$ cat src/rtl/cnn_mem_pkg.sv
// rtl/cnn_mem_pkg.sv - shared types and helpers for the CNN memory-side arbiters
package cnn_mem_pkg;

   typedef enum logic [1:0] {
      IDLE     = 2'd0,
      WAIT_GNT = 2'd1,
      DATA     = 2'd2
   } arb_state_t;

   localparam int ARB_RR    = 0;
   localparam int ARB_FIXED = 1;
   localparam int MAX_CH    = 8;

   typedef logic [$clog2(MAX_CH)-1:0] ch_sel_t;

   // Channel-select width, never narrower than one bit.
   function automatic int ch_sel_w(input int n);
      return (n > 1) ? $clog2(n) : 1;
   endfunction

endpackage

$ cat src/rtl/cnn_rr_pick.sv
// rtl/cnn_rr_pick.sv - combinational round-robin / fixed-priority requester picker
module cnn_rr_pick
   import cnn_mem_pkg::*;
#(
   parameter int NUM_CH = 2,
   parameter int SEL_W  = ch_sel_w(NUM_CH)
) (
   input  logic [NUM_CH-1:0] req,
   input  logic [SEL_W-1:0]  rr_ptr,
   input  logic              mode,
   output logic [SEL_W-1:0]  winner,
   output logic              any_req
);

   int base;
   int idx;

   // Walk downward so the lowest distance from base is the last one written.
   always_comb begin
      winner  = '0;
      any_req = |req;
      base    = mode ? 0 : int'(rr_ptr);
      idx     = 0;
      for (int k = NUM_CH - 1; k >= 0; k--) begin
         idx = base + k;
         if (idx >= NUM_CH) begin
            idx = idx - NUM_CH;
         end
         if (req[SEL_W'(idx)]) begin
            winner = SEL_W'(idx);
         end
      end
   end

endmodule

$ cat src/rtl/cnn_mem_rd_arb.sv
// rtl/cnn_mem_rd_arb.sv - N-channel read arbiter onto one shared memory read port
module cnn_mem_rd_arb
   import cnn_mem_pkg::*;
#(
   parameter int NUM_CH               = 2,
   parameter int ADDR_WIDTH           = 19,
   parameter int MAX_BYTES_TO_RD      = 20,
   parameter int LOG2_MAX_BYTES_TO_RD = $clog2(MAX_BYTES_TO_RD),
   parameter int MEM_DATA_BUS         = 128,
   parameter int ARB_MODE             = 0,
   parameter int TIMEOUT              = 255,
   localparam int SEL_W               = ch_sel_w(NUM_CH),
   localparam int LV_W                = $clog2(MEM_DATA_BUS / 8)
) (
   input  logic                                   clk,
   input  logic                                   rst_n,
   input  logic [NUM_CH-1:0]                      ch_req,
   input  logic [NUM_CH*ADDR_WIDTH-1:0]           ch_start_addr,
   input  logic [NUM_CH*LOG2_MAX_BYTES_TO_RD-1:0] ch_size_bytes,
   output logic [NUM_CH-1:0]                      ch_gnt,
   output logic [MEM_DATA_BUS-1:0]                ch_data,
   output logic [LV_W-1:0]                        ch_last_valid,
   output logic                                   ch_last,
   output logic                                   mem_req,
   output logic [ADDR_WIDTH-1:0]                  mem_start_addr,
   output logic [LOG2_MAX_BYTES_TO_RD-1:0]        mem_size_bytes,
   input  logic                                   mem_gnt,
   input  logic [MEM_DATA_BUS-1:0]                mem_data,
   input  logic [LV_W-1:0]                        mem_last_valid,
   input  logic                                   mem_last,
   output logic [SEL_W-1:0]                       owner_id,
   output logic                                   busy,
   output logic                                   timeout_err
);

   localparam int   CNT_W     = (TIMEOUT > 0) ? $clog2(TIMEOUT + 1) : 1;
   localparam bit   WD_EN     = (TIMEOUT != 0);
   localparam logic PICK_MODE = (ARB_MODE == ARB_FIXED);
   localparam logic [CNT_W-1:0] WD_LAST = CNT_W'((TIMEOUT > 0) ? TIMEOUT - 1 : 0);

   arb_state_t                       state;
   logic [SEL_W-1:0]                 rr_ptr;
   logic [SEL_W-1:0]                 next_ptr;
   logic [SEL_W-1:0]                 winner;
   logic                             any_req;
   logic [CNT_W-1:0]                 wd_cnt;
   logic [ADDR_WIDTH-1:0]            addr_arr [NUM_CH];
   logic [LOG2_MAX_BYTES_TO_RD-1:0]  size_arr [NUM_CH];

   for (genvar g = 0; g < NUM_CH; g++) begin : g_unpack
      assign addr_arr[g] = ch_start_addr[g*ADDR_WIDTH +: ADDR_WIDTH];
      assign size_arr[g] = ch_size_bytes[g*LOG2_MAX_BYTES_TO_RD +: LOG2_MAX_BYTES_TO_RD];
   end

   cnn_rr_pick #(
      .NUM_CH (NUM_CH),
      .SEL_W  (SEL_W)
   ) u_pick (
      .req     (ch_req),
      .rr_ptr  (rr_ptr),
      .mode    (PICK_MODE),
      .winner  (winner),
      .any_req (any_req)
   );

   assign next_ptr = (owner_id == SEL_W'(NUM_CH - 1)) ? '0 : owner_id + SEL_W'(1);

   always_ff @(posedge clk or negedge rst_n) begin
      if (!rst_n) begin
         state          <= IDLE;
         mem_req        <= 1'b0;
         mem_start_addr <= '0;
         mem_size_bytes <= '0;
         owner_id       <= '0;
         busy           <= 1'b0;
         timeout_err    <= 1'b0;
         rr_ptr         <= '0;
         wd_cnt         <= '0;
      end else begin
         timeout_err <= 1'b0;
         unique case (state)
            IDLE: begin
               wd_cnt <= '0;
               if (any_req) begin
                  owner_id       <= winner;
                  mem_start_addr <= addr_arr[winner];
                  mem_size_bytes <= size_arr[winner];
                  mem_req        <= 1'b1;
                  busy           <= 1'b1;
                  state          <= WAIT_GNT;
               end
            end
            WAIT_GNT: begin
               // A grant in the same cycle the watchdog expires still wins.
               if (mem_gnt) begin
                  mem_req <= 1'b0;
                  if (mem_last) begin
                     busy   <= 1'b0;
                     rr_ptr <= next_ptr;
                     state  <= IDLE;
                  end else begin
                     state <= DATA;
                  end
               end else if (WD_EN && (wd_cnt == WD_LAST)) begin
                  timeout_err <= 1'b1;
                  mem_req     <= 1'b0;
                  busy        <= 1'b0;
                  rr_ptr      <= next_ptr;
                  state       <= IDLE;
               end else begin
                  wd_cnt <= wd_cnt + CNT_W'(1);
               end
            end
            DATA: begin
               if (mem_gnt && mem_last) begin
                  busy   <= 1'b0;
                  rr_ptr <= next_ptr;
                  state  <= IDLE;
               end
            end
            default: begin
               state <= IDLE;
            end
         endcase
      end
   end

   // Beats go straight through to the owner with no added latency.
   always_comb begin
      ch_gnt = '0;
      if (busy) begin
         ch_gnt[owner_id] = mem_gnt;
      end
   end

   assign ch_data       = mem_data;
   assign ch_last_valid = mem_last_valid;
   assign ch_last       = busy & mem_last;

endmodule
$ cat config.mk
export PLATFORM = sky130hd
export DESIGN_NAME = cnn_mem_rd_arb
export DESIGN_NICKNAME = d
export VERILOG_FILES = /design/src/rtl/cnn_mem_pkg.sv /design/src/rtl/cnn_rr_pick.sv /design/src/rtl/cnn_mem_rd_arb.sv
export SDC_FILE = /design/constraint.sdc
export NUM_CORES = 1
export LEC_CHECK = 0
export CORE_AREA = 10 10 128 130
export DETAILED_ROUTE_END_ITERATION = 10
export DIE_AREA = 0 0 138 140
export MAX_ROUTING_LAYER = met4
export PLACE_DENSITY_LB_ADDON = 0.08
export SLEW_MARGIN = 25
export SYNTH_ARGS = -nofsm -noshare
export SYNTH_HDL_FRONTEND = slang
export SYNTH_SLANG_ARGS = --single-unit
$ cat constraint.sdc
create_clock -name clk -period 2.25 [get_ports clk]
set_clock_uncertainty 0.2 [all_clocks]
set_input_delay 0.45 -clock clk [delete_from_list [all_inputs] [get_ports clk]]
set_output_delay 0.45 -clock clk [all_outputs]
set_load 0.01 [all_outputs]
After elaboration in Yosys (flattened, before gate mapping). Index checks and enable logic that the tools add are counted.

Output and inout port bits: 163. Flip-flop bits (word level): 39. Input bits: 186.

Bitwise operators: 3. Reduce and logical (&&, ||, !) cells: 13. Muxes and demuxes: 43. Equality and inequality tests: 9. Add/sub/neg operators: 5. Order comparisons: 7.

Operator list (count): 19-bit two-way mux (3); 1-bit two-way mux (23); 8-bit two-way mux (2); 8-bit case mux with 2 select lines (1); 5-bit two-way mux (3); 2-bit two-way mux (6); 3-bit AND reduction (3); 8-bit by 1-bit adder with 8-bit output (second input constant) (1); 8-bit == test (second input constant) (1); 2-bit inequality test (second input constant) (4); 1-bit by 3-bit < comparator with 1-bit output (second input constant) (2); 3-bit inequality test (second input constant) (2); 2-bit case mux with 3 select lines (1); 5-bit AND reduction (1); 2-bit greater-or-equal comparator (second input constant) (2); 1-bit case mux with 2 select lines (2); 4-bit AND reduction (1); 2-bit nonzero test (2); 1-bit case mux with 3 select lines (1); 3-bit nonzero test (1); 1-bit by 1-bit adder with 2-bit output (second input constant) (1); 2-bit bitwise AND (1); 2-bit by 1-bit == test with 1-bit output (second input constant) (1); 2-bit == test (second input constant) (1); other kinds (12) (14).

Logic depth before layout (Yosys ltp). Gate-level depths: netlist of run 1.

Word-level depth: 12. Depth in mapped cells: 8. Gate-level depth less buffers: 6.

Hierarchy. From an unflattened synthesis of run 1, not the netlist that was laid out.

Cell total of the unflattened synthesis: 324. Area, all modules: 3010.4 µm².

Modules (own cells, without submodules): cnn_mem_rd_arb (area an instance 2995.4 µm², instances 1, cells each 322); cnn_rr_pick (area an instance 15.0 µm², instances 1, cells each 2).

Worst setup path after synthesis of run 1. Ideal clock, no wire load.

Kind: reg-to-reg. From: register state[1]. To: register wd_cnt[4]. Stages on the path, launching flop included: 9. Arrival time: 1.450 ns. Path buffers: 2. Path slack: 0.478 ns. Path through: dfrtp_1 inv_1 ha_1 nand2b_1 a41o_1 buf_6 buf_8 nand3_1 o21ai_1.

Word-level cells in the longest chain between the ends: 3.

Ends and longest elaborated chain: start: declaration (RTL line cnn_mem_rd_arb.sv:41) `arb_state_t state;`; start signal: assignment (RTL line cnn_mem_rd_arb.sv:70) `state <= IDLE;`; start signal: assignment (RTL line cnn_mem_rd_arb.sv:90) `state <= WAIT_GNT;`; start signal: assignment (RTL line cnn_mem_rd_arb.sv:100) `state <= IDLE;`; 2-bit by 1-bit == test with 1-bit output or 2-bit zero test (tied branches) (RTL line cnn_mem_rd_arb.sv:81) `unique case (state)`; 2-bit inequality test (no source line) or 2-bit nonzero test (tied branches); 3-bit AND reduction (no source line); end signal: assignment (RTL line cnn_mem_rd_arb.sv:111) `wd_cnt <= wd_cnt + CNT_W'(1);`; end: declaration (RTL line cnn_mem_rd_arb.sv:46) `logic [CNT_W-1:0] wd_cnt;`.

Parallel ways exist; a longest one is shown, timed or not. A chain may end at the register's enable or synchronous reset.

Final worst setup path of run 1.
From: input mem_gnt. To: output ch_gnt[1].

Word-level cells in the longest chain between the ends: 2.

Ends and longest elaborated chain: start: declaration (RTL line cnn_mem_rd_arb.sv:27) `input logic mem_gnt,`; 2-bit bitwise AND (no source line); 2-bit two-way mux (RTL line cnn_mem_rd_arb.sv:131) `if (busy) begin`; end: declaration (RTL line cnn_mem_rd_arb.sv:20) `output logic [NUM_CH-1:0] ch_gnt,`.

Every way passes these cells.

==> metrics.txt, run 1 <==
status=completed; dpl ws=-0.1056 ns; kind of end point of the critical path=output port; Worst path max stage delay=0.53 ns; distinct cell type count after synthesis=34; Hold Crit Class=flop to flop; ANT nets after route=0; fraction of final layout cells sized beyond drive strength 1=8.475%; Worst-path clk slew=0.06 ns; GRT Total Usage=8.663%; MaxCap Viol Count=0; Ys Warns=0; Starting Density=21.75%; vias in the first global route=2,078; largest net degree at the start of global routing=27; n_diodes=0; clk_lat worst skew=0.29 ns; die width=138 microns; # clock sinks=39; R2R Setup Slk=0.48 ns; largest buffer count on any clock path=2; CP max FO=3; row count=43; Syn Area/Cell=9.077 sq um; Lkg Pwr=1.503 nW; per-cell routed wire length=17.68 microns; GPL Wtd Cong=0.7136; worst hold margin=0.2794 ns; final wirelength=8.398 mm; Final Critical Period=2.067 ns; Fmax=0.4839 GHz; Synth Instances=330; Top delay family on crit path=buffers and inverters; CP Cell Sequence=clkdlybuf4s50_1, and3_1, dlygate4sd2_1; total grt overflow=0; fill cell count=1,513; CTS tree=yes; final net count=486; CP Class=input port to output port; fin worst setup slack=0.1833 ns; Post-Syn Area=2995 sq um; commonest cells after routing, fill and taps aside=clkdlybuf4s50_1, dfrtp_1, nand2_1; crit path DAT=1.42 ns; ys async rst share=100.0%; first-pass GRT wire length=12.97 mm; Total Power=3.932 mW; Yosys top cell by area=buf_4; main area contributors after synthesis=buf_4, dfrtp_1, mux2i_1; Num CTS Buffers=5; Crit path buffers/inverters=2; DIE AREA=19,320 sq um; Max VDD drop=0.0003460 V; Max Transition Viols Final=0; final setup fails=0; PwrDens=1171 nW/um^2; via count=1,915; worst-margin pin slew=0.5435 ns; H-tree depth=2; drc violations=0; CORE AREA=13,770 sq um; endpoints failing hold=0; Vias/cell=4.032; IO Port Bufs=84; post-synth top area share=33.58%; Seq/Total Area, Yosys=32.58%; Main synth FF type=dfrtp_1; Detailed Route Iter0 Violations=67; die height=140 microns; Post-synth EDFFs=0; # Post-CTS Setup Buffers=0; Worst setup SP type=input port; IO Pins=349; Area Growth Syn to Fin=12.07%; Seq cells post-synth=39; Root Buffer=clkbuf_16; crit share post-route=91.85%; RSZ-0062 raised after global routing=no; slowest stage cell, crit path=clkdlybuf4s50_1; most common cell after layout, fill and taps aside=clkdlybuf4s50_1; syn nets=522; initial antenna violation count=0; Relative slew margins=63.77%; DR pass1 iterations=4; Required @ worst endpoint=1.60 ns; HPWL after DPL=6.740 mm
-- area by class of cell --
cell class              count  area, sq um  area share, %
well taps                 180        225.2          6.709
flip-flops and latches     39        975.9          29.07
repair buffers             98        989.7          29.48
multi-input cells         143        950.9          28.33
clock inverters             2        60.06          1.789
inverters                   7        26.28         0.7827
clock buffers               6        128.9          3.839
-- tightest hold or removal path, stage by stage (launching register included) --
cell and delay, ns:
dfrtp_1 0.34, nand2_1 0.04, o21ai_0 0.06
-- through the flow --
stage | std cells | TNS (ns) | utilization (%) | cell area (sq um)
final | 475 | 0 | 24.37 | 3357
after global routing | 475 | 0 | 24.37 | 3357
after CTS | 475 | 0 | 24.37 | 3357
after detailed placement | 466 | -0.4082 | 22.96 | 3162
after global placement | 466 | -0.2313 | 22.96 | 3162
after floorplan | 330 | 0 | - | 2995
-- worst paths after layout --
kind | startpoint | to | cells past startpoint
setup / recovery | mem_gnt | ch_gnt[1] | 3
hold / removal | mem_start_addr[11] | mem_start_addr[11] | 2
setup reg to reg | state[0] | busy | 6
hold reg to reg | mem_start_addr[11] | mem_start_addr[11] | 2
max in group asynchronous | rst_n | wd_cnt[1] | 3
min in group asynchronous | rst_n | wd_cnt[2] | 2
-- sequential cells by signal, summed over array words and instances, names as in the netlist --
signal	cells
state	2
wd_cnt	8
mem_req	1
owner_id	1
busy	1
timeout_err	1
mem_size_bytes	5
rr_ptr	1
mem_start_addr	19
-- repair_timing --
| item | in CTS | in global routing |
|---|---|---|
| gates resized for setup | 3 | 0 |
| hold buffers | 1 | 0 |
| hold endpoints to repair | 19 | 0 |
| endpoints found under the setup margin | 3 | 0 |
-- synth_stat cells, types with 3 or more instances --
| library cell | count |
|---|---|
| ha_1 | 6 |
| dfrtp_1 | 39 |
| inv_1 | 7 |
| nand4_1 | 3 |
| o21ai_0 | 27 |
| nand2_1 | 31 |
| o21ai_1 | 6 |
| xor2_1 | 3 |
| a21oi_1 | 4 |
| nor2_1 | 8 |
| clkbuf_1 | 3 |
| nand3_1 | 8 |
| buf_4 | 134 |
| mux2i_1 | 28 |
-- power by group --
group	leakage [nW]	internal, mW	switching, mW	total (mW)
Sequential	0.490	0.989	0.201	1.19
Combinational	0.922	0.949	0.857	1.81
Clock	0.0911	0.637	0.298	0.935
-- layer usage --
layer	GRT usage (%)	vias to the layer above	wire length, microns	share of wire (%)
li1	-	887	-	-
met1	8.890	858	3190	38
met2	13.43	118	4034	48
met3	4.057	52	742	8.8
met4	5.050	0	430	5.1
met5	-	-	0	0
-- cell families after synthesis --
family                     Yosys count  synth area share (%)
xor gates and xnor gates             3                0.8774
DFF                                 39                 32.58
adders and majority gates            6                 2.506
muxes                               28                 9.357
AOI/OAI and AO/OA                   44                 8.730
buffers and inverters              148                 36.05
and+or+nand+nor                     62                 9.900
Power figures use the tool's default switching activity.
==> run 2: changes to the inputs <==
--- a/config.mk
+++ b/config.mk
@@ -5,9 +5,11 @@
 export SDC_FILE = /design/constraint.sdc
 export NUM_CORES = 1
 export LEC_CHECK = 0
-export CORE_AREA = 10 10 128 130
+export CORE_AREA = 10 10 126 128
 export DETAILED_ROUTE_END_ITERATION = 10
-export DIE_AREA = 0 0 138 140
+export DIE_AREA = 0 0 136 138
+export DONT_BUFFER_PORTS = 1
+export HOLD_SLACK_MARGIN = 0.03
 export MAX_ROUTING_LAYER = met4
 export PLACE_DENSITY_LB_ADDON = 0.08
 export SLEW_MARGIN = 25
==> run 2 against run 1 <==
Net effect:
- clock power decreased by 24%
- critical path type is now flop to flop
- cell count down 19%
- largest power group is now sequential cells
- maximum frequency grew 13%
- core utilization fell by 6.4 points
- largest cell class is now flip-flops and latches
- highest routed layer unchanged
- final area down 28%
- sequential share of layout area is 11 points higher
==> metrics.txt, run 2 (synthesis results as in run 1) <==
row count=43; Largest register FFs=19; commonest cells after routing, fill and taps aside=dfrtp_1, nand2_1, mux2i_1; MaxCap Viol Count=0; HPWL after DPL=5.700 mm; final net count=396; crit share post-route=81.43%; via count=1,567; H-tree depth=2; Post-Route M1 WL=2.678 mm; vias in the first global route=1,739; worst-margin pin slew=0.4382 ns; Max Transition Viols Final=0; CP max FO=4; total length of routed met2 wires=3.455 mm; DIE AREA=18,770 sq um; DR pass1 iterations=5; GRT Total Usage=7.861%; fill cell count=1,495; largest net degree at the start of global routing=46; Detailed Route Iter0 Violations=101; per-cell routed wire length=19.42 microns; GPL Wtd Cong=0.6974; top flop regs=mem_start_addr x19, wd_cnt x8, mem_size_bytes x5; status=completed; CTS tree=yes; initial antenna violation count=0; drc violations=0; most common cell after layout, fill and taps aside=dfrtp_1; Hold Crit Class=input port to flop; met3 routed WL=782 microns; Num CTS Buffers=5; IO Port Bufs=0; Relative slew margins=70.40%; n_diodes=0; CORE AREA=13,500 sq um; Worst-path clk slew=0.07 ns; die height=138 microns; crit path DAT=1.80 ns; ANT nets after route=0; Fmax=0.5458 GHz; kind of end point of the critical path=flop; uppermost layer routed=met4; Largest Register=mem_start_addr; setup_tns=0 ns; Lkg Pwr=1.121 nW; largest buffer count on any clock path=2; final wirelength=7.478 mm; CP Class=flop to flop; PwrDens=1274 nW/um^2; # clock sinks=39; final setup fails=0; Required @ worst endpoint=2.22 ns; clk_lat worst skew=0.29 ns; Starting Density=22.18%; Max VDD drop=0.0005752 V; Root Buffer=clkbuf_16; first-pass GRT wire length=11.02 mm; fraction of final layout cells sized beyond drive strength 1=9.756%; IO Pins=349; Area Growth Syn to Fin=-18.92%; Worst setup SP type=flop; Final Critical Period=1.832 ns; Vias/cell=4.070; endpoints failing hold=0; die width=136 microns; RSZ-0062 raised after global routing=no; worst hold margin=0.1229 ns; total grt overflow=0
[run 2: changes by cell type in the layout (fill, tap and decap cells not counted)]
cell	delta
nand2_2	+1
buf_4	-5
clkdlybuf4s50_1	-80
dlygate4sd2_1	-3
clkbuf_1	-1
buf_12	-2
bufinv_16	-2
buf_16	+1
nand2_1	-1
buf_2	-1
clkinv_2	+3
[run 2: area by class of cell]
| class | count | area [sq um] | area share (%) |
|---|---|---|---|
| Timing Repair Buffer | 8 | 107.6 | 4.431 |
| Sequential cell | 39 | 975.9 | 40.19 |
| Multi-Input combinational cell | 143 | 953.4 | 39.26 |
| Clock buffer | 5 | 125.1 | 5.152 |
| Tap cell | 180 | 225.2 | 9.274 |
| Clock inverter | 3 | 15.01 | 0.6182 |
| Inverter | 7 | 26.28 | 1.082 |
[run 2: per-stage QoR]
stage / utilization [%] / area (sq um) / std cells / setup slack (ns) / total power, mW
floorplan: - / 2995 / 330 / 0.4784 / 2.281
global route: 17.98 / 2429 / 385 / 0.2693 / 3.372
global placement: 16.67 / 2251 / 375 / 0.4556 / 2.447
CTS: 17.98 / 2429 / 385 / 0.4113 / 3.212
detailed placement: 16.67 / 2251 / 375 / 0.4349 / 2.445
finish: 17.98 / 2429 / 385 / 0.4179 / 3.094
[run 2: what timing repair did]
action	in CTS	in global routing
endpoints found under the setup margin	0	0
buffers inserted	0	0
endpoints found under the hold margin	39	0
hold buffers	2	0
gates resized for setup	0	0
[run 2: routing by layer]
metal	vias to the layer above	track usage (%)
li1	701	-
met1	706	7.719
met2	94	11.46
met3	66	4.022
met4	0	6.282
met5	-	-
[run 2: worst max-delay path, stage by stage, from the launching register on]
cell and delay (ns):
dfrtp_1 0.40, inv_1 0.10, ha_1 0.18, nand2b_1 0.12, a41oi_1 0.39, nand4_1 0.17
mux2i_1 0.14
[run 2: report_power, final]
group | internal [mW] | leakage [nW] | switching, mW
clock | 0.406 | 0.0733 | 0.308
sequential | 0.990 | 0.490 | 0.375
combinational | 0.430 | 0.557 | 0.585
[run 2: worst paths after layout]
path | startpoint | end | slack [ns] | cells after the start
max in group asynchronous | rst_n | wd_cnt[6] | 1.19 | 2
max reg2reg | state[1] | wd_cnt[3] | 0.42 | 6
min reg2reg | wd_cnt[3] | wd_cnt[3] | 0.34 | 1
min in group asynchronous | rst_n | mem_req | 0.45 | 2
min | ch_req[0] | owner_id | 0.12 | 1
max | state[1] | wd_cnt[3] | 0.42 | 6
==> run 3: changes to the inputs <==
==> constraint.sdc (replaced) <==
create_clock -name clk -period 1.8 [get_ports clk]
set_clock_uncertainty 0.2 [all_clocks]
set_input_delay 0.36 -clock clk [delete_from_list [all_inputs] [get_ports clk]]
set_output_delay 0.36 -clock clk [all_outputs]
set_load 0.01 [all_outputs]
==> run 3 against run 2 <==
Net effect:
- sequential power rose by 23%
- cell count rose by 4.7%
- combinational power rose by 52%
- power rose by 33%
- global-route usage rose by 0.49 points
- die area did not move
- hold slack got worse by 0.048 ns
- via count rose by 5.5%
- clock-buffer cell count rose by 1
- first-iteration DRC count fell by 60%
- setup slack got worse by 0.32 ns
- sequential share of layout area fell by 2.8 points
==> metrics.txt, run 3 (synthesis results as in run 1) <==
Starting Density=22.18%; RSZ-0062 raised after global routing=no; CP max FO=3; row count=43; Relative slew margins=75.84%; Top delay family on crit path=simple AND/OR/NAND/NOR gates; kind of end point of the critical path=flop; # clock sinks=39; Area Growth Syn to Fin=-12.74%; fin area=2614 sq um; IO Port Bufs=0; crit path from=state[1]; worst r2r path cells=7; reg2reg end=state[1]; Num CTS Buffers=5; initial antenna violation count=0; worst r2r src=state[1]; Fmax=0.5874 GHz; top flop regs=mem_start_addr x19, wd_cnt x8, mem_size_bytes x5; CP Depth=7; per-cell routed wire length=19.36 microns; via count=1,653; DIE AREA=18,770 sq um; Largest register FFs=19; crit path DAT=1.69 ns; CP Cell Sequence=inv_2, buf_4, ha_1, nor3b_1, nor2_1, a21oi_1, a31o_1; Total Power=4.129 mW; first-pass GRT wire length=11.59 mm; status=completed; CORE AREA=13,500 sq um; Finished Layout Cells=403; multi-input logic area=964.7 sq um; largest buffer count on any clock path=2; fill cell count=1,478; Detailed Route Iter0 Violations=40; Largest Register=mem_start_addr; slowest stage cell, crit path=dfrtp_1; Max Transition Viols Final=0; final wirelength=7.804 mm; vias in the first global route=1,807; clk_lat worst skew=0.29 ns; CP endpoint=state[1]; final net count=415; endpoints failing hold=0; total grt overflow=0; die height=138 microns; drc violations=0; most common cell after layout, fill and taps aside=dfrtp_1; Worst path max stage delay=0.36 ns; H-tree depth=2; Max VDD drop=0.0004294 V; GPL Wtd Cong=0.7262; die width=136 microns; IO Pins=349; DR pass1 iterations=4; CTS tree=yes; Final Critical Period=1.702 ns; CP Class=flop to flop; Lkg Pwr=1.226 nW; fraction of final layout cells sized beyond drive strength 1=18.39%; Worst setup SP type=flop; fin worst setup slack=0.09770 ns; Crit path buffers/inverters=2; final setup fails=0; dpl cell area=2404 sq um; largest net degree at the start of global routing=40; HPWL after DPL=5.975 mm; crit share post-route=94.57%; Worst-path clk slew=0.06 ns; Vias/cell=4.102; n_diodes=0; cell count after placement=392; Root Buffer=clkbuf_16; PwrDens=1580 nW/um^2; worst-margin pin slew=0.3625 ns; register area=975.9 sq um; commonest cells after routing, fill and taps aside=dfrtp_1, nand2_1, mux2i_1; R2R Setup Slk=0.1 ns; Hold Crit Class=input port to flop; ANT nets after route=0; GRT Total Usage=8.352%; MaxCap Viol Count=0; Required @ worst endpoint=1.78 ns; dpl ws=0.01097 ns; worst hold margin=0.07531 ns
==> run 3: report_power, final <==
group	internal (mW)	leakage (nW)	total (mW)	switching (mW)
logic	0.715	0.664	1.54	0.822
registers	1.24	0.490	1.68	0.438
clock network	0.542	0.0727	0.916	0.374
==> run 3: worst min-delay path by stage <==
| stage | from | end | slack (ns) | cells past startpoint |
|---|---|---|---|---|
| detailed placement | rst_n | mem_start_addr[10] | -0.13 | 0 |
| global route | ch_start_addr[34] | mem_start_addr[15] | 0.07 | 2 |
| floorplan | rst_n | busy | -0.14 | 0 |
| global placement | rst_n | mem_start_addr[10] | -0.13 | 0 |
| finish | ch_start_addr[25] | mem_start_addr[6] | 0.08 | 2 |
| CTS | ch_start_addr[25] | mem_start_addr[6] | 0.07 | 2 |
==> run 3: timing repair <==
item                                   4_1_cts  5_1_grt
resized for setup                            1        4
buffers inserted                             0        1
endpoints found under the hold margin       40        0
setup endpoints to repair                    1       11
pin swaps                                    0        0
hold buffers                                 3        0
==> run 3: layout make-up <==
| class | instances | area share [%] |
|---|---|---|
| Sequential cell | 39 | 37.34 |
| Multi-Input combinational cell | 143 | 36.91 |
| Timing Repair Buffer | 27 | 10.63 |
| Tap cell | 180 | 8.617 |
| Clock buffer | 6 | 5.314 |
| Inverter | 7 | 1.005 |
| Clock inverter | 1 | 0.1915 |
==> run 3: layer usage <==
metal,vias up,GRT usage (%),part of all wire [%]
met5,-,-,0
met2,91,12.51,48
met3,65,4.348,10
met4,0,6.450,7.6
li1,747,-,-
met1,750,7.963,35
==> run 3: metrics by stage <==
stage                     TNS, ns  util [%]
after floorplan                 0         -
after global placement    -0.1261     17.80
after detailed placement        0     17.80
after CTS                       0     19.22
after global routing            0     19.36
final                           0     19.36
